File: src/rtl/pb_gesture_decoder.sv
// Push-button gesture decoder: turns debounced press/release events into short, long, double and repeat pulses.
// Optional macro PB_GESTURE_REPEAT_EN enables auto-repeat pulses during a long hold.
module pb_gesture_decoder #(
    parameter int LONG_CYCLES   = 500,
    parameter int DCLICK_CYCLES = 200,
    parameter int REPEAT_CYCLES = 100
) (
    input  logic clk,
    input  logic rst,
    input  logic pressed_pulse,
    input  logic released_pulse,
    output logic short_pulse,
    output logic long_pulse,
    output logic double_pulse,
    output logic repeat_pulse,
    output logic busy
);

    // state     | meaning
    // IDLE      | no gesture in progress, waiting for a press
    // HELD      | first press down, timing towards a long press
    // GAP       | first press released, waiting for a second press
    // WAIT_REL  | double click reported, waiting for the second release
    // LONG_HELD | long press reported, waiting for release (repeat ticks if enabled)

    localparam int MAX_AB = (LONG_CYCLES > DCLICK_CYCLES) ? LONG_CYCLES : DCLICK_CYCLES;
    localparam int MAX_C  = (MAX_AB > REPEAT_CYCLES) ? MAX_AB : REPEAT_CYCLES;
    localparam int TW     = $clog2(MAX_C) + 1;

    typedef enum logic [2:0] {
        IDLE      = 3'd0,
        HELD      = 3'd1,
        GAP       = 3'd2,
        WAIT_REL  = 3'd3,
        LONG_HELD = 3'd4
    } state_t;

    state_t        state;
    state_t        state_n;
    logic [TW-1:0] timer;
    logic          restart;
    logic          press_eff;
    logic          short_n;
    logic          long_n;
    logic          double_n;
`ifdef PB_GESTURE_REPEAT_EN
    logic          repeat_n;
`endif

    // A press coinciding with a release is treated as noise and dropped.
    assign press_eff = pressed_pulse & ~released_pulse;

    always_comb begin
        state_n  = state;
        restart  = 1'b0;
        short_n  = 1'b0;
        long_n   = 1'b0;
        double_n = 1'b0;
`ifdef PB_GESTURE_REPEAT_EN
        repeat_n = 1'b0;
`endif
        case (state)
            IDLE: begin
                if (press_eff) state_n = HELD;
            end
            HELD: begin
                if (released_pulse) begin
                    state_n = GAP;
                end else if (timer == TW'(LONG_CYCLES - 1)) begin
                    state_n = LONG_HELD;
                    long_n  = 1'b1;
                end
            end
            GAP: begin
                if (press_eff) begin
                    state_n  = WAIT_REL;
                    double_n = 1'b1;
                end else if (timer == TW'(DCLICK_CYCLES - 1)) begin
                    state_n = IDLE;
                    short_n = 1'b1;
                end
            end
            WAIT_REL: begin
                if (released_pulse) state_n = IDLE;
            end
            LONG_HELD: begin
                if (released_pulse) begin
                    state_n = IDLE;
`ifdef PB_GESTURE_REPEAT_EN
                end else if (timer == TW'(REPEAT_CYCLES - 1)) begin
                    repeat_n = 1'b1;
                    restart  = 1'b1;
`endif
                end
            end
            default: state_n = IDLE;
        endcase
    end

    always_ff @(posedge clk or posedge rst) begin
        if (rst) begin
            state        <= IDLE;
            timer        <= '0;
            short_pulse  <= 1'b0;
            long_pulse   <= 1'b0;
            double_pulse <= 1'b0;
        end else begin
            state        <= state_n;
            short_pulse  <= short_n;
            long_pulse   <= long_n;
            double_pulse <= double_n;
            if ((state_n != state) || restart) begin
                timer <= '0;
            end else if (timer != '1) begin
                timer <= timer + 1'b1;
            end
        end
    end

`ifdef PB_GESTURE_REPEAT_EN
    always_ff @(posedge clk or posedge rst) begin
        if (rst) begin
            repeat_pulse <= 1'b0;
        end else begin
            repeat_pulse <= repeat_n;
        end
    end
`else
    assign repeat_pulse = 1'b0;
`endif

    assign busy = (state != IDLE);

endmodule

File: config.mk
export PLATFORM = sky130hd
export DESIGN_NAME = pb_gesture_decoder
export DESIGN_NICKNAME = d
export VERILOG_FILES = /design/src/rtl/pb_gesture_decoder.sv
export SDC_FILE = /design/constraint.sdc
export NUM_CORES = 1
export LEC_CHECK = 0
export BUFFER_PORTS_ARGS = -buffer_cell sky130_fd_sc_hd__buf_2
export CAP_MARGIN = 10
export CORE_MARGIN = 2
export CORE_UTILIZATION = 55
export DETAILED_ROUTE_END_ITERATION = 10
export GPL_TIMING_DRIVEN = 0
export PLACE_DENSITY_LB_ADDON = 0.05
export SLEW_MARGIN = 0
export SYNTH_ARGS = -nofsm -noshare
export SYNTH_HDL_FRONTEND = slang
export SYNTH_SLANG_ARGS = --single-unit
File: constraint.sdc
create_clock -name clk -period 1.8 [get_ports clk]
set_input_delay 0 -clock clk [delete_from_list [all_inputs] [get_ports clk]]
set_output_delay 0 -clock clk [all_outputs]
set_load 0.02 [all_outputs]
Word level (Yosys, flattened, before mapping)
Index checks and enable logic that the tools add are counted.
- memory bits (read-only): 0
- bits in latches: 0
- logic and storage cells: 37
- memories kept: 0
- input bits: 4
- memory bits (writable): 0
- output and inout bits: 5
- register bits: 16
- multiplexer cells: 17
- shift operators: 0
- $mul: 0
- $add $sub $neg: 1
- equality and inequality tests: 8
- divide/modulo/power cells: 0
- reduce and logical (&&, ||, !) cells: 4
- bitwise operators: 2
- order comparisons: 0
- operator list (cell ; number):
    $mux W10 ; 2
    $mux W3 ; 6
    $pmux W3 S4 ; 1
    $add A10 B1 Y10 const B ; 1
    $eq A10 B8 Y1 const B ; 1
    $eq A10 B9 Y1 const B ; 1
    $ne A10 B10 Y1 const B ; 1
    $mux W1 ; 8
    $eq A3 B2 Y1 const B ; 2
    $eq A3 B1 Y1 const B ; 1
    $eq A3 B3 Y1 const B ; 1
    $logic_not A3 Y1 ; 1
    $ne A3 B3 Y1 ; 1
    $reduce_bool A3 Y1 ; 1
    $reduce_bool A2 Y1 ; 1
    $reduce_or A2 Y1 ; 1
    $and A1 B1 Y1 ; 1
    $not A1 Y1 ; 1

Depth between registers and ports, before layout
- depth in word-level cells: 6
- depth in mapped cells: 5
- depth with buffers taken out: 5

Least setup slack after synthesis
OpenSTA, ideal clock, no wires.
- path kind: register to register
- start: register timer[0]
- end: register timer[3]
- path buffers: 0
- clock period less this slack: 1406 ps
- data arrival time: 1272 ps
- stages on the path, launching flop included: 6
- path slack: 394 ps
- required time: 1666 ps
- library setup time: 134 ps
- path through: dfrtp_1 ha_1 and2_1 nand4_2 o211ai_4 nor3_1
- cells in the longest elaborated chain, start to end: 6
- RTL lines (element ; RTL line ; text):
    start, declared ; 40 ; logic [TW-1:0] timer;
    start signal, assigned ; 115 ; timer <= timer + 1'b1;
    $eq A10 B8 Y1 or $eq A10 B9 Y1 (tied branches) ; 78, 69 ;
    $mux W3, on equally long branches ; 78, 69 ;
    $mux W3, on equally long branches ; 75, 67 ;
    $pmux W3 S4 ; 62 ; case (state)
    $ne A3 B3 Y1 ; 112 ; if ((state_n != state) || restart) begin
    $mux W10 or $reduce_bool A2 Y1 (tied branches) ; n/a ;
Parallel ways exist; a longest one is shown, timed or not. The select of a mux whose other input is x is not followed.
A chain may end at the register's enable or synchronous reset.

Worst setup path in the final report
Ends and elaborated chain as after synthesis.

==> qor.yml <==
slew_headroom: 0.599
seq_area_um2: 400
path_cells: "ha_1 > and2_1 > nand4_2 > o211ai_4 > nor3_1"
start_util: 0.589
hold_path_class: "input port to asynchronous set/reset pin"
status: "finished clean"
cts_tree: "yes"
core_area_um2: 1520
clk_latency_ps: 280
drt_pre_antenna_iters: 4
antenna_found_initial: 0
track_usage: 0.193
grt_pass1_vias: 665
rsz0062_at_grt: "false"
preCtsSetupSlack_ps: 186
drive_above_1_share: 0.178
wl_um: 1580
hold_viol: 0
syn_to_final_growth_pct: 11.4
gr-total-overflow: 0
cts_buffers: 3
final_cell_mix: "nor2_1, dfrtp_1, nor3_1, buf_2"
htree_num_levels: 1
finalInstanceArea_um2: 1000
fillers: 130
leakage_nw: 0.435
power_density_nw_per_um2: 722
drtAntennaViolNets: 0
n_antenna_cell: 0
drv_slew: 0
syn_area_per_cell_um2: 9.44
drc: 0
grt_pass1_wl_um: 2750
die_h_um: 44.4
clkSlewWorstSetupHoldPaths_ps: 90
post_drt_wl_per_cell_um: 12.8
final.setup.worst_slack_ps: 183
rrSetupSlack_ps: 180
num_io_pins: 9
reg2reg_depth: 5
synth_edf_count: 0
rr_endpoint: "timer[3]"
fin_skew_ps: 2.05
crit_path_start: "timer[0]"
hpwl_um: 1120
finish.utilization: 0.656
end_kind: "flop"
synth_area_um2: 897
cts_sinks: 16
route.vias.total: 712
finalNetCount: 114
setup_viol: 0
drt_iter0_drc: 12
synth.distinct_cells: 35
crit_fanout: 10
clockBufferDepth: 2
die_width_um: 44.4
syn_nets: 100
required_ps: 1960
slowest_delay_ps: 410
async_flop_share: 1.00
grt_max_degree: 17
critPathLaunchType: "flop"
vdd_ir_drop_max_uv: 528
synth_flop_cell: "dfrtp_1"
synth.yosys.seq_area_share: 0.446
netlist_instances: 95
cp_slowest_cell: "dfrtp_1"
worst_pin_slew_ps: 601
dieArea_um2: 1970
timing.final.crit_share: 0.898
endpoint: "timer[3]"
critical_path_class: "flop to flop"
tns_ps: 0
post-cts-setup-buffer-count: 0
placed_cell_area_um2: 947
place_congestion: 0.941
io_buffer_count: 6
cp.arrival_ps: 1770
viasPerCell: 5.79
timing.rr.start: "timer[0]"
root_buffer: "clkbuf_4"
final.min_clock_period_ps: 1620
rows: 14
multi_input_area_um2: 455
maxClockFrequency_ghz: 0.618
maxCapViolCount: 0
synth_warnings: 0
ys_ff_latch: 16
## power by group
group,internal (W),switching (W)
sequential,0.000384,0.0000328
combinational,0.0000534,0.0000698
clock,0.0000776,0.000104
total,0.000515,0.000207
## repair_timing
item                                   in CTS  in global routing
resized for setup                           0                  0
endpoints found under the hold margin      19                  0
hold buffers                                3                  0
## critical path: cells and delay by family (launching register included)
family                     cells  cell delay [ps]
AOI/OAI and AO/OA              1              340
adders and majority gates      1              230
DFF                            1              410
and+or+nand+nor                3              510
## Yosys cell counts (2+ instances only)
cell type | number | area, um2
xnor2_1 | 3 | 26.3
nand2_1 | 6 | 22.5
nand2b_1 | 3 | 18.8
dfrtp_1 | 16 | 400
nor3_1 | 7 | 35.0
a211oi_1 | 6 | 45.0
a21oi_1 | 3 | 15.0
inv_1 | 2 | 7.51
xor2_1 | 2 | 17.5
nand4_1 | 2 | 12.5
nor2_1 | 16 | 60.1
clkbuf_2 | 2 | 10.0
nand3_1 | 4 | 20.0
nor3b_1 | 2 | 15.0
## metrics by stage
| step | hold WS [ps] | instances | power (W) |
|---|---|---|---|
| after detailed placement | 102 | 117 | 0.000543 |
| after floorplan | -86.3 | 95 | 0.000513 |
| final | 321 | 123 | 0.000722 |
| after CTS | 345 | 123 | 0.000729 |
| after global routing | 402 | 123 | 0.000767 |
| after global placement | 88.9 | 117 | 0.000540 |
## sequential cells by signal, indices dropped and copies added (netlist names)
name          flops
double_pulse      1
timer            10
state             3
short_pulse       1
long_pulse        1
## how the worst min path moves through the flow
| stage | cells after the start | end |
|---|---|---|
| final | 3 | short_pulse |
| after global routing | 3 | long_pulse |
| after CTS | 3 | short_pulse |
| after detailed placement | 2 | short_pulse |
| after global placement | 2 | short_pulse |
| after floorplan | 1 | double_pulse |
## final cells by class
class | instances | share of cell area
multi-input cells | 72 | 0.456
flip-flops and latches | 16 | 0.401
repair buffers | 9 | 0.0601
plain buffers | 5 | 0.0338
clock buffers | 3 | 0.0225
well taps | 16 | 0.0200
inverters | 2 | 0.00751
## cells by family after synthesis
family | Yosys count | synth area share
DFF | 16 | 0.446
muxes | 1 | 0.0112
AOI/OAI and AO/OA | 14 | 0.128
buffers and inverters | 7 | 0.0460
xor gates and xnor gates | 5 | 0.0488
adders and majority gates | 1 | 0.0139
other | 1 | 0.00418
and+or+nand+nor | 50 | 0.301
## layer usage
metal / GRT usage / routed length (um) / vias up
met3: 0.0245 / 60 / 5
met4: 0.109 / 36 / 0
met2: 0.326 / 746 / 16
met1: 0.236 / 736 / 333
li1: - / - / 358
met5: 0 / 0 / -
(Power assumes the default switching activity.)
